<file path="config.mk">
export PLATFORM = sky130hd
export DESIGN_NAME = alu_cmd_sequencer_flat
export DESIGN_NICKNAME = d
export VERILOG_FILES = /design/src/rtl/alu_cmd_sequencer_pkg.sv /design/src/rtl/alu_cmd_sequencer_if.sv /design/src/rtl/alu_regfile.sv /design/src/rtl/alu_cmd_sequencer.sv /design/src/flat_wrapper.sv
export SDC_FILE = /design/constraint.sdc
export NUM_CORES = 1
export LEC_CHECK = 0
export ABC_AREA = 0
export BUFFER_PORTS_ARGS = -buffer_cell sky130_fd_sc_hd__buf_2
export CAP_MARGIN = 20
export CORE_ASPECT_RATIO = 1.4
export CORE_MARGIN = 5
export CORE_UTILIZATION = 47
export DETAILED_ROUTE_END_ITERATION = 8
export GPL_ROUTABILITY_DRIVEN = 0
export PLACE_DENSITY = 0.69
export SLEW_MARGIN = 30
export SYNTH_ARGS = -nofsm -noshare
export SYNTH_HDL_FRONTEND = slang
export SYNTH_HIERARCHICAL = 1
export SYNTH_SLANG_ARGS = --single-unit
</file>
<file path="constraint.sdc">
create_clock -name clk -period 3.1 [get_ports clk]
set_clock_uncertainty 0.2 [all_clocks]
set_input_delay 0.465 -clock clk [delete_from_list [all_inputs] [get_ports clk]]
set_output_delay 0.465 -clock clk [all_outputs]
set_load 0.05 [all_outputs]
</file>
<file path="src/rtl/alu_cmd_sequencer_pkg.sv">
// ============================================================================
// alu_cmd_sequencer_pkg : op codes, FSM states and defaults for the sequencer
// Rev 1.0
// ============================================================================
`default_nettype none

package alu_cmd_sequencer_pkg;

  localparam int DEF_WIDTH = 20;

  localparam logic [2:0] OP_NOP = 3'b000;
  localparam logic [2:0] OP_ADD = 3'b001;
  localparam logic [2:0] OP_SUB = 3'b010;
  localparam logic [2:0] OP_MUL = 3'b011;
  localparam logic [2:0] OP_DIV = 3'b100;
  localparam logic [2:0] OP_AND = 3'b101;
  localparam logic [2:0] OP_OR  = 3'b110;
  localparam logic [2:0] OP_XOR = 3'b111;

  typedef enum logic [1:0] {
    ST_IDLE  = 2'd0,
    ST_ISSUE = 2'd1,
    ST_RESP  = 2'd2
  } state_t;

  // NOP and a faulted divide leave the register file untouched
  function automatic logic writes_back(input logic [2:0] op, input logic div_zero);
    return (op != OP_NOP) && !div_zero;
  endfunction

endpackage

`default_nettype wire

</file>
<file path="src/rtl/alu_cmd_sequencer_if.sv">
// ============================================================================
// alu_cmd_sequencer_if : command, preload, response and ALU-side signals
// Rev 1.0
// ============================================================================
`default_nettype none

interface alu_cmd_sequencer_if
  import alu_cmd_sequencer_pkg::*;
#(
  parameter int WIDTH = DEF_WIDTH,
  parameter int AW    = 2
);
  logic             cmd_valid;
  logic             cmd_ready;
  logic [2:0]       cmd_op;
  logic [AW-1:0]    cmd_rd;
  logic [AW-1:0]    cmd_rs1;
  logic [AW-1:0]    cmd_rs2;
  logic             wr_en;
  logic             wr_ready;
  logic [AW-1:0]    wr_addr;
  logic [WIDTH-1:0] wr_data;
  logic [WIDTH-1:0] alu_a;
  logic [WIDTH-1:0] alu_b;
  logic [2:0]       alu_sel;
  logic [WIDTH-1:0] alu_c;
  logic             rsp_valid;
  logic             rsp_ready;
  logic [WIDTH-1:0] rsp_data;
  logic             rsp_zero;
  logic             rsp_err;

  modport master (
    output cmd_valid, cmd_op, cmd_rd, cmd_rs1, cmd_rs2,
    output wr_en, wr_addr, wr_data, rsp_ready, alu_c,
    input  cmd_ready, wr_ready, alu_a, alu_b, alu_sel,
    input  rsp_valid, rsp_data, rsp_zero, rsp_err
  );

  modport slave (
    input  cmd_valid, cmd_op, cmd_rd, cmd_rs1, cmd_rs2,
    input  wr_en, wr_addr, wr_data, rsp_ready, alu_c,
    output cmd_ready, wr_ready, alu_a, alu_b, alu_sel,
    output rsp_valid, rsp_data, rsp_zero, rsp_err
  );
endinterface

`default_nettype wire

</file>
<file path="src/rtl/alu_regfile.sv">
// ============================================================================
// alu_regfile : NREGS x WIDTH registers, two async read ports, one write port
// Rev 1.0
// ============================================================================
`default_nettype none

module alu_regfile #(
  parameter int WIDTH = 20,
  parameter int NREGS = 4,
  parameter int AW    = 2
) (
  input  logic             clk,
  input  logic             rst_n,
  input  logic             we,
  input  logic [AW-1:0]    waddr,
  input  logic [WIDTH-1:0] wdata,
  input  logic [AW-1:0]    raddr1,
  output logic [WIDTH-1:0] rdata1,
  input  logic [AW-1:0]    raddr2,
  output logic [WIDTH-1:0] rdata2
);
  logic [WIDTH-1:0] regs [NREGS];

  always_ff @(posedge clk or negedge rst_n) begin
    if (!rst_n) begin
      for (int i = 0; i < NREGS; i++) regs[i] <= '0;
    end else if (we) begin
      regs[waddr] <= wdata;
    end
  end

  assign rdata1 = regs[raddr1];
  assign rdata2 = regs[raddr2];
endmodule

`default_nettype wire

</file>
<file path="src/rtl/alu_cmd_sequencer.sv">
// ============================================================================
// alu_cmd_sequencer : issues register-file operands to an external ALU and
// returns its result with zero / divide-by-zero status. Rev 1.0
// ============================================================================
`default_nettype none

module alu_cmd_sequencer
  import alu_cmd_sequencer_pkg::*;
#(
  parameter int WIDTH = DEF_WIDTH,
  parameter int NREGS = 4,
  parameter int AW    = 2
) (
  input  logic                 clk,
  input  logic                 rst_n,
  alu_cmd_sequencer_if.slave   bus
);
  state_t           state, state_nx;
  logic [AW-1:0]    rd_q;
  logic [2:0]       op_q;
  logic [WIDTH-1:0] alu_a_q, alu_b_q;
  logic [2:0]       alu_sel_q;
  logic [WIDTH-1:0] rsp_data_q;
  logic             rsp_zero_q, rsp_err_q;
  logic [WIDTH-1:0] rdata1, rdata2, opa, opb;
  logic             rf_we, accept, div_zero;
  logic [AW-1:0]    rf_waddr;
  logic [WIDTH-1:0] rf_wdata;

  alu_regfile #(.WIDTH(WIDTH), .NREGS(NREGS), .AW(AW)) u_regfile (
    .clk    (clk),
    .rst_n  (rst_n),
    .we     (rf_we),
    .waddr  (rf_waddr),
    .wdata  (rf_wdata),
    .raddr1 (bus.cmd_rs1),
    .rdata1 (rdata1),
    .raddr2 (bus.cmd_rs2),
    .rdata2 (rdata2)
  );

  // A preload landing in the same cycle as the accept is forwarded to the operands
  assign opa = (bus.wr_en && bus.wr_addr == bus.cmd_rs1) ? bus.wr_data : rdata1;
  assign opb = (bus.wr_en && bus.wr_addr == bus.cmd_rs2) ? bus.wr_data : rdata2;
  assign div_zero = (op_q == OP_DIV) && (alu_b_q == '0);

  always_ff @(posedge clk or negedge rst_n) begin
    if (!rst_n) state <= ST_IDLE;
    else        state <= state_nx;
  end

  // Write port goes to preload in IDLE and to writeback on the ISSUE exit edge
  always_comb begin
    state_nx = state;
    accept   = 1'b0;
    rf_we    = 1'b0;
    rf_waddr = bus.wr_addr;
    rf_wdata = bus.wr_data;
    case (state)
      ST_IDLE: begin
        rf_we = bus.wr_en;
        if (bus.cmd_valid) begin
          accept   = 1'b1;
          state_nx = ST_ISSUE;
        end
      end
      ST_ISSUE: begin
        rf_we    = writes_back(op_q, div_zero);
        rf_waddr = rd_q;
        rf_wdata = bus.alu_c;
        state_nx = ST_RESP;
      end
      ST_RESP: begin
        if (bus.rsp_ready) state_nx = ST_IDLE;
      end
      default: state_nx = ST_IDLE;
    endcase
  end

  always_ff @(posedge clk or negedge rst_n) begin
    if (!rst_n) begin
      rd_q       <= '0;
      op_q       <= OP_NOP;
      alu_a_q    <= '0;
      alu_b_q    <= '0;
      alu_sel_q  <= OP_NOP;
      rsp_data_q <= '0;
      rsp_zero_q <= 1'b0;
      rsp_err_q  <= 1'b0;
    end else begin
      if (accept) begin
        alu_a_q   <= opa;
        alu_b_q   <= opb;
        alu_sel_q <= bus.cmd_op;
        rd_q      <= bus.cmd_rd;
        op_q      <= bus.cmd_op;
      end
      if (state == ST_ISSUE) begin
        if (op_q == OP_NOP) begin
          rsp_data_q <= '0;
          rsp_zero_q <= 1'b1;
          rsp_err_q  <= 1'b0;
        end else if (div_zero) begin
          rsp_data_q <= '1;
          rsp_zero_q <= 1'b0;
          rsp_err_q  <= 1'b1;
        end else begin
          rsp_data_q <= bus.alu_c;
          rsp_zero_q <= (bus.alu_c == '0);
          rsp_err_q  <= 1'b0;
        end
      end
    end
  end

  assign bus.cmd_ready = (state == ST_IDLE);
  assign bus.wr_ready  = (state == ST_IDLE);
  assign bus.rsp_valid = (state == ST_RESP);
  assign bus.alu_a     = alu_a_q;
  assign bus.alu_b     = alu_b_q;
  assign bus.alu_sel   = alu_sel_q;
  assign bus.rsp_data  = rsp_data_q;
  assign bus.rsp_zero  = rsp_zero_q;
  assign bus.rsp_err   = rsp_err_q;
endmodule

`default_nettype wire

</file>
<file path="src/flat_wrapper.sv">
// flat-port wrapper written by rule: the top's interface ports become plain ports
module alu_cmd_sequencer_flat import alu_cmd_sequencer_pkg::*;
#(
  parameter int WIDTH = DEF_WIDTH,
  parameter int NREGS = 4,
  parameter int AW    = 2
)
  (clk, rst_n, bus_cmd_valid, bus_cmd_op, bus_cmd_rd, bus_cmd_rs1, bus_cmd_rs2, bus_wr_en, bus_wr_addr, bus_wr_data, bus_rsp_ready, bus_alu_c, bus_cmd_ready, bus_wr_ready, bus_alu_a, bus_alu_b, bus_alu_sel, bus_rsp_valid, bus_rsp_data, bus_rsp_zero, bus_rsp_err);
  alu_cmd_sequencer_if #(.WIDTH(WIDTH), .AW(AW)) bus_i ();
  input  logic clk;
  input  logic rst_n;
  input wire logic [$bits(bus_i.cmd_valid)-1:0] bus_cmd_valid;
  input wire logic [$bits(bus_i.cmd_op)-1:0] bus_cmd_op;
  input wire logic [$bits(bus_i.cmd_rd)-1:0] bus_cmd_rd;
  input wire logic [$bits(bus_i.cmd_rs1)-1:0] bus_cmd_rs1;
  input wire logic [$bits(bus_i.cmd_rs2)-1:0] bus_cmd_rs2;
  input wire logic [$bits(bus_i.wr_en)-1:0] bus_wr_en;
  input wire logic [$bits(bus_i.wr_addr)-1:0] bus_wr_addr;
  input wire logic [$bits(bus_i.wr_data)-1:0] bus_wr_data;
  input wire logic [$bits(bus_i.rsp_ready)-1:0] bus_rsp_ready;
  input wire logic [$bits(bus_i.alu_c)-1:0] bus_alu_c;
  output wire logic [$bits(bus_i.cmd_ready)-1:0] bus_cmd_ready;
  output wire logic [$bits(bus_i.wr_ready)-1:0] bus_wr_ready;
  output wire logic [$bits(bus_i.alu_a)-1:0] bus_alu_a;
  output wire logic [$bits(bus_i.alu_b)-1:0] bus_alu_b;
  output wire logic [$bits(bus_i.alu_sel)-1:0] bus_alu_sel;
  output wire logic [$bits(bus_i.rsp_valid)-1:0] bus_rsp_valid;
  output wire logic [$bits(bus_i.rsp_data)-1:0] bus_rsp_data;
  output wire logic [$bits(bus_i.rsp_zero)-1:0] bus_rsp_zero;
  output wire logic [$bits(bus_i.rsp_err)-1:0] bus_rsp_err;
  assign bus_i.cmd_valid = bus_cmd_valid;
  assign bus_i.cmd_op = bus_cmd_op;
  assign bus_i.cmd_rd = bus_cmd_rd;
  assign bus_i.cmd_rs1 = bus_cmd_rs1;
  assign bus_i.cmd_rs2 = bus_cmd_rs2;
  assign bus_i.wr_en = bus_wr_en;
  assign bus_i.wr_addr = bus_wr_addr;
  assign bus_i.wr_data = bus_wr_data;
  assign bus_i.rsp_ready = bus_rsp_ready;
  assign bus_i.alu_c = bus_alu_c;
  assign bus_cmd_ready = bus_i.cmd_ready;
  assign bus_wr_ready = bus_i.wr_ready;
  assign bus_alu_a = bus_i.alu_a;
  assign bus_alu_b = bus_i.alu_b;
  assign bus_alu_sel = bus_i.alu_sel;
  assign bus_rsp_valid = bus_i.rsp_valid;
  assign bus_rsp_data = bus_i.rsp_data;
  assign bus_rsp_zero = bus_i.rsp_zero;
  assign bus_rsp_err = bus_i.rsp_err;
  alu_cmd_sequencer #(.WIDTH(WIDTH), .NREGS(NREGS), .AW(AW)) u_core (.clk(clk), .rst_n(rst_n), .bus(bus_i));
endmodule
</file>
==> impl_metrics.env, run 1 <==
export IMPL_p_seq_share_pct=34.2
export IMPL_power_uw=10500
export IMPL_hold_viol=0
export IMPL_async_flop_share_pct=100
export IMPL_synthTopCellsByCount="dfrtp_1 (149), nand2_1 (70), mux2_2 (43), nor2_1 (43), mux2_1 (42)"
export IMPL_final_cell_area_um2=8730
export IMPL_drcViolationCount=0
export IMPL_yosysSeqAreaShare_pct=50.9
export IMPL_cts_made_buffers=17
export IMPL_synth_adder_area_share_pct=0
export IMPL_synth_simple_area_share_pct=8.29
export IMPL_p_leak_uw=0.00411
export IMPL_combPwrFrac_pct=46.4
export IMPL_avgSynthCellArea_um2=12.9
export IMPL_synth_compound_area_share_pct=6.02
export IMPL_status="completed"
export IMPL_worstPathArrival_ns=2.90
export IMPL_swShare_pct=43.5
export IMPL_vdd_drop_max_v=0.000828
export IMPL_synth_top_family_by_area="multiplexers"
export IMPL_top_layer_used="met4"
export IMPL_dpl_cell_area_um2=8120
export IMPL_synthXorXnorAreaFrac_pct=0.479
export IMPL_num_antenna_cells=0
export IMPL_htree_levels=4
export IMPL_rows=54
export IMPL_cts_buffer_depth=2
export IMPL_intPower_uw=5960
export IMPL_die_area_um2=18200
export IMPL_dp_hpwl_mm=14.3
export IMPL_worstMarginPinSlew_ns=0.741
export IMPL_fin_crit_ns=2.80
export IMPL_yosysWarnings=6
export IMPL_m1WireLength_mm=8.20
export IMPL_report_final_slew_viol_count=0
export IMPL_ys_ff_latch=149
export IMPL_vias=5287
export IMPL_power_density_nw_per_um2=1210
export IMPL_drt_total_wl_mm=20.1
export IMPL_syn_nets=622
export IMPL_wl_met2_mm=10.1
export IMPL_ys_flop_type="dfrtp_1"
export IMPL_slew_headroom_pct=50.6
export IMPL_synthDistinctLibCells=32
export IMPL_grt_pass1_wl_mm=31.9
export IMPL_dieWidth_um=115
export IMPL_cts_sink_count=149
export IMPL_synth_cells=566
export IMPL_firstDrtPassIters=7
export IMPL_grt_usage_pct=23.0
export IMPL_clk_pin_slew_ns=0.06
export IMPL_min_path_type="input pin to register"
export IMPL_cts_setup_buffers=0
export IMPL_io_pins=124
export IMPL_ant_nets=0
export IMPL_synth_area_top_cells="dfrtp_1 (51%), mux4_2 (12%), mux2_2 (6.6%), mux2_1 (6.5%), mux2i_1 (5.5%)"
export IMPL_fp_coreArea_um2=15500
export IMPL_drv_cap=0
export IMPL_p_switching_uw=4590
export IMPL_final_net_count=744
export IMPL_grt_pass1_vias=5644
export IMPL_yosys_mux_area_fraction_pct=30.8
export IMPL_worstPathRequired_ns=3.20
export IMPL_avgRoutedWirePerCell_um=22.5
export IMPL_clk_latency_ns=0.42
export IMPL_end_kind="register"
export IMPL_fin_tns_setup_ns=0
export IMPL_port_buffers=123
export IMPL_crit_path_max_fanout=20
export IMPL_synth_edff_count=0
export IMPL_gr_total_overflow=0
export IMPL_yosysMostFrequentCell="dfrtp_1"
export IMPL_cp_start_kind="register"
export IMPL_vias_per_cell=5.90
export IMPL_criticalPathCategory="register to register"
export IMPL_cts_tree="yes"
export IMPL_grt_max_degree=78
export IMPL_layout_worst_path_cycle_share_pct=90.3
export IMPL_fmax_ghz=0.357
export IMPL_antenna_found_initial=0
export IMPL_route_met3_wl_mm=1.09
export IMPL_initial_core_util_pct=47.3
export IMPL_final_util_pct=56.4
export IMPL_rrSetupSlack_ns=0.30
export IMPL_hold_slack_ns=0.0853
export IMPL_fp_dieH_um=158
export IMPL_rsz0062_at_grt="no"
export IMPL_synth_area_um2=7320
export IMPL_synth_top_cell_area_share_pct=50.9
export IMPL_layout_drive_gt1_share_pct=37.9
export IMPL_area_growth_pct=19.2
export IMPL_root_buffer="clkbuf_16"
export IMPL_synth_top_cell_by_area="dfrtp_1"
export IMPL_setup_viol=0
export IMPL_power_share_clock_pct=19.4
export IMPL_drt_iter0_markers=344
## cells by family (layout without fill, tap and decap cells)
group	after synthesis	after routing
muxes	165	165
DFF	149	149
and+or+nand+nor	138	138
AOI/OAI and AO/OA	66	66
buffers and inverters	44	178
xor gates and xnor gates	4	4
## per-stage QoR
| step | cells | worst slack (ns) |
|---|---|---|
| after floorplan | 566 | 0.649 |
| after global placement | 864 | 0.301 |
| after detailed placement | 864 | 0.175 |
| after CTS | 896 | 0.193 |
| after global routing | 896 | 0.139 |
| final | 896 | 0.299 |
## final cells by class
| cell class | instances | area, µm² |
|---|---|---|
| clock inverter | 10 | 120 |
| fill | 1280 | 6740 |
| multi-input combinational | 373 | 3350 |
| tap | 196 | 245 |
| clock buffer | 21 | 470 |
| inverter | 1 | 3.75 |
| timing repair buffer | 146 | 810 |
| sequential | 149 | 3730 |
## state kept, by name, summed over array words and instances (netlist names)
| name | count |
|---|---|
| u_core/state | 2 |
| u_core/rd_q | 2 |
| u_core/bus.alu_b | 20 |
| u_core/bus.rsp_err | 1 |
| u_core/bus.rsp_zero | 1 |
| u_core/bus.rsp_data | 20 |
| u_core/bus.alu_sel | 3 |
| u_core/u_regfile/regs | 80 |
| u_core/bus.alu_a | 20 |
## layer usage
metal | track usage (%) | vias up
met5 | 0 | -
met4 | 10.2 | 0
met3 | 4.17 | 42
met2 | 38.2 | 193
met1 | 29.4 | 2730
li1 | - | 2322
## what timing repair did
item,in CTS,in global routing
setup endpoints to repair,0,5
hold endpoints to repair,73,0
hold buffers,1,0
resized for setup,0,1
## power groups by stage
stage	combinational [µW]	clock [µW]	sequential (µW)
floorplan	2290	0	4890
global placement	4780	0	3510
detailed placement	4860	0	3610
CTS	4900	2090	3590
global route	5200	2170	3730
finish	4890	2050	3610
## worst max-delay path: stages, from the launching register on
cell	delay (ns)
dfrtp_1	0.40
nor4_1	0.62
nand2_1	0.21
nor2_1	0.18
o21ai_0	0.18
nand3b_1	0.15
buf_4	0.35
mux2_1	0.38
## layout by cell type (no fill, tap or decap), types with 2 or more instances in the layout
master	count
nor3_1	2
nor4_1	6
clkinv_2	2
nand3_1	3
buf_2	122
clkinvlp_4	2
nor4_2	3
nand3b_1	2
o21ai_0	3
mux4_2	40
clkbuf_8	3
a21oi_1	40
mux2_1	42
clkbuf_16	17
nand2_1	70
nor2_1	43
inv_6	3
mux2_2	43
xnor2_1	4
mux2i_1	40
nand2b_1	2
buf_4	21
a221o_1	20
bufinv_16	2
dfrtp_1	149
## worst paths after layout
path / start / endpoint / depth (start not counted)
max: u_core/bus.alu_b[5] / u_core/u_regfile/regs[36] / 7
max in group asynchronous: rst_n / u_core/bus.alu_sel[2] / 3
min: bus_alu_c[0] / u_core/bus.rsp_zero / 2
min in group asynchronous: rst_n / u_core/u_regfile/regs[27] / 2
min reg2reg: u_core/bus.rsp_err / u_core/bus.rsp_err / 2
max reg2reg: u_core/bus.alu_b[5] / u_core/u_regfile/regs[36] / 7
(Power assumes the default switching activity.)
==> run 2, diff against run 1 <==
Settings changed: PLACE_DENSITY 0.69 to 0.68, SYNTH_HIERARCHICAL 1 to unset.
==> run 2 against run 1 <==
Against the previous run:
- maximum frequency is 6.9% higher
- largest power group unchanged
- design area up 4.6%
- critical endpoint is now u_core.u_regfile.regs[18]
- largest cell class unchanged
- sequential power up 2%
- via count rose by 6.6%
- combinational power grew 2%
- area after synthesis is 3.6% higher
==> impl_metrics.env, run 2 <==
export IMPL_status="completed"
export IMPL_hold_depth=2
export IMPL_fin_crit_ns=2.62
export IMPL_syn_nets=677
export IMPL_grt_usage_pct=23.5
export IMPL_htree_levels=4
export IMPL_vias=5637
export IMPL_regMostFlops="u_core.u_regfile.regs"
export IMPL_clk_latency_ns=0.42
export IMPL_slowest_delay_ns=0.58
export IMPL_cp_num_buf_inv=1
export IMPL_firstDrtPassIters=4
export IMPL_hold_end="u_core.op_q[1]"
export IMPL_final_util_pct=56.9
export IMPL_cts_setup_buffers=0
export IMPL_setup_viol=0
export IMPL_port_buffers=123
export IMPL_synth_area_top_cells="dfrtp_1 (49%), mux4_2 (12%), mux2_2 (7.6%), mux2i_1 (5.3%), a21oi_1 (4.0%)"
export IMPL_synth_cells=621
export IMPL_worstPathRequired_ns=3.20
export IMPL_yosysMostFrequentCell="dfrtp_1"
export IMPL_cts_tree="yes"
export IMPL_num_antenna_cells=0
export IMPL_top_usage_layer="met2"
export IMPL_crit_slowest_cell="a221oi_4"
export IMPL_post_cts_resized=0
export IMPL_path_cells="nor2b_2 > nand3_1 > a221oi_4 > buf_12 > mux2_4"
export IMPL_min_path_type="input pin to register"
export IMPL_synth_top_cell_by_area="dfrtp_1"
export IMPL_power_density_nw_per_um2=1200
export IMPL_fmax_ghz=0.382
export IMPL_io_pins=124
export IMPL_dp_cells=928
export IMPL_cts_sink_count=149
export IMPL_rrSetupSlack_ns=0.48
export IMPL_synth_top_cell_area_share_pct=49.1
export IMPL_n_fill_cell=1329
export IMPL_vdd_drop_max_v=0.000726
export IMPL_area_growth_pct=20.3
export IMPL_layout_cells_non_filler=959
export IMPL_final_common_cell="dfrtp_1"
export IMPL_async_flop_share_pct=100
export IMPL_avgRoutedWirePerCell_um=22.8
export IMPL_layout_drive_gt1_share_pct=40.3
export IMPL_worstPathArrival_ns=2.72
export IMPL_grt_pass1_wl_mm=34.4
export IMPL_fp_dieH_um=160
export IMPL_yosysSeqAreaShare_pct=49.1
export IMPL_antenna_found_initial=0
export IMPL_clk_pin_slew_ns=0.06
export IMPL_final_cell_mix="dfrtp_1 (149), buf_2 (122), nand2_1 (81), a21oi_1 (61), mux2_2 (51)"
export IMPL_final_cell_area_um2=9130
export IMPL_drt_total_wl_mm=21.9
export IMPL_rr_endpoint="u_core.u_regfile.regs[18]"
export IMPL_drt_iter0_markers=345
export IMPL_crit_path_max_fanout=15
export IMPL_dp_hpwl_mm=16.0
export IMPL_synthDistinctLibCells=39
export IMPL_avgSynthCellArea_um2=12.2
export IMPL_initial_core_util_pct=47.3
export IMPL_synthTopCellsByCount="dfrtp_1 (149), nand2_1 (81), a21oi_1 (61)"
export IMPL_cp_start_kind="register"
export IMPL_timing_rr_start="u_core.state[0]"
export IMPL_reg2reg_depth=5
export IMPL_final_net_count=805
export IMPL_hold_viol=0
export IMPL_dpl_cell_area_um2=8480
export IMPL_cp_top_family="simple AND/OR/NAND/NOR gates"
export IMPL_drcViolationCount=0
export IMPL_yosysWarnings=0
export IMPL_met2_usage_pct=39.5
export IMPL_ys_flop_type="dfrtp_1"
export IMPL_fin_tns_setup_ns=0
export IMPL_drv_cap=0
export IMPL_p_leak_uw=0.00429
export IMPL_grt_use_met3_pct=5.35
export IMPL_largest_register_ffs=80
export IMPL_ant_nets=0
export IMPL_power_uw=10900
export IMPL_dieWidth_um=117
export IMPL_cts_buffer_depth=2
export IMPL_die_area_um2=18800
export IMPL_root_buffer="clkbuf_16"
export IMPL_cts_made_buffers=17
export IMPL_vias_per_cell=5.88
export IMPL_grt_pass1_vias=6000
export IMPL_met1_usage_pct=28.7
export IMPL_gr_total_overflow=0
export IMPL_end_kind="register"
export IMPL_worstMarginPinSlew_ns=0.692
export IMPL_worst_hold_startpoint="bus_cmd_op[1]"
export IMPL_synth_edff_count=0
export IMPL_criticalPathCategory="register to register"
export IMPL_fp_coreArea_um2=16000
export IMPL_rows=55
export IMPL_slew_headroom_pct=53.5
export IMPL_grt_max_degree=63
export IMPL_ys_ff_latch=149
export IMPL_rsz0062_at_grt="no"
export IMPL_synth_area_um2=7590
export IMPL_layout_worst_path_cycle_share_pct=84.5
export IMPL_report_final_slew_viol_count=0
## run 2: cell count changes after synthesis, moves of 11 or more
cell | before | now
mux2_1 | 42 | 11
a21oi_1 | 40 | 61
a221o_1 | 20 | 0
mux2_4 | 0 | 19
o21ai_0 | 3 | 21
clkbuf_1 | 5 | 21
nand2_1 | 70 | 81
## run 2: power by group
group          leakage, µW  switching, µW  internal, µW
Clock             0.000314            790          1440
Sequential         0.00177            771          2920
Combinational      0.00221           3120          1880
## run 2: worst max path at each step
| stage | cells past startpoint | end | slack [ns] | startpoint |
|---|---|---|---|---|
| 2_1_floorplan | 5 | u_core.op_q[0] | 0.58 | u_core.state[1] |
| 3_3_place_gp | 5 | u_core.u_regfile.regs[41] | 0.48 | u_core.bus.alu_b[11] |
| 3_5_place_dp | 6 | u_core.u_regfile.regs[14] | 0.49 | bus_wr_en |
| 4_1_cts | 5 | u_core.u_regfile.regs[18] | 0.52 | u_core.bus.alu_b[11] |
| 5_1_grt | 5 | u_core.u_regfile.regs[18] | 0.38 | u_core.state[0] |
| 6_report | 5 | u_core.u_regfile.regs[18] | 0.48 | u_core.state[0] |
## run 2: layer usage
layer  vias to the layer above  share of wire (%)
met5                         -                  0
met4                         0                3.6
met3                        45                5.3
met2                       202                 52
met1                      2881                 39
li1                       2509                  -
## run 2: cells by family after synthesis
kind of cell           Yosys count  synth area share, %
multiplexers                   161                 30.1
AND/OR/NAND/NOR                155                 9.02
flip-flops                     149                 49.1
AO/OA/AOI/OAI                  100                 7.83
buffers and inverters           52                 3.43
XOR/XNOR                         4                0.462
## run 2: final cells by class
type | instances | area [µm²] | share of cell area, %
inverter | 4 | 15.0 | 0.164
timing repair buffer | 157 | 892 | 9.77
clock inverter | 8 | 146 | 1.60
sequential | 149 | 3730 | 40.8
multi-input combinational | 420 | 3600 | 39.5
clock buffer | 22 | 494 | 5.41
tap | 199 | 249 | 2.73
## run 2: timing repair
item / CTS / global route
endpoints found under the setup margin: 0 / 0
endpoints found under the hold margin: 58 / 0
hold buffers: 1 / 0
## run 2: stage by stage
step                      worst slack [ns]  hold WS [ns]
after detailed placement             0.491         0.271
after global routing                 0.378        0.0740
after CTS                            0.518        0.0549
after floorplan                      0.581       -0.0306
after global placement               0.484         0.265
final                                0.480        0.0732
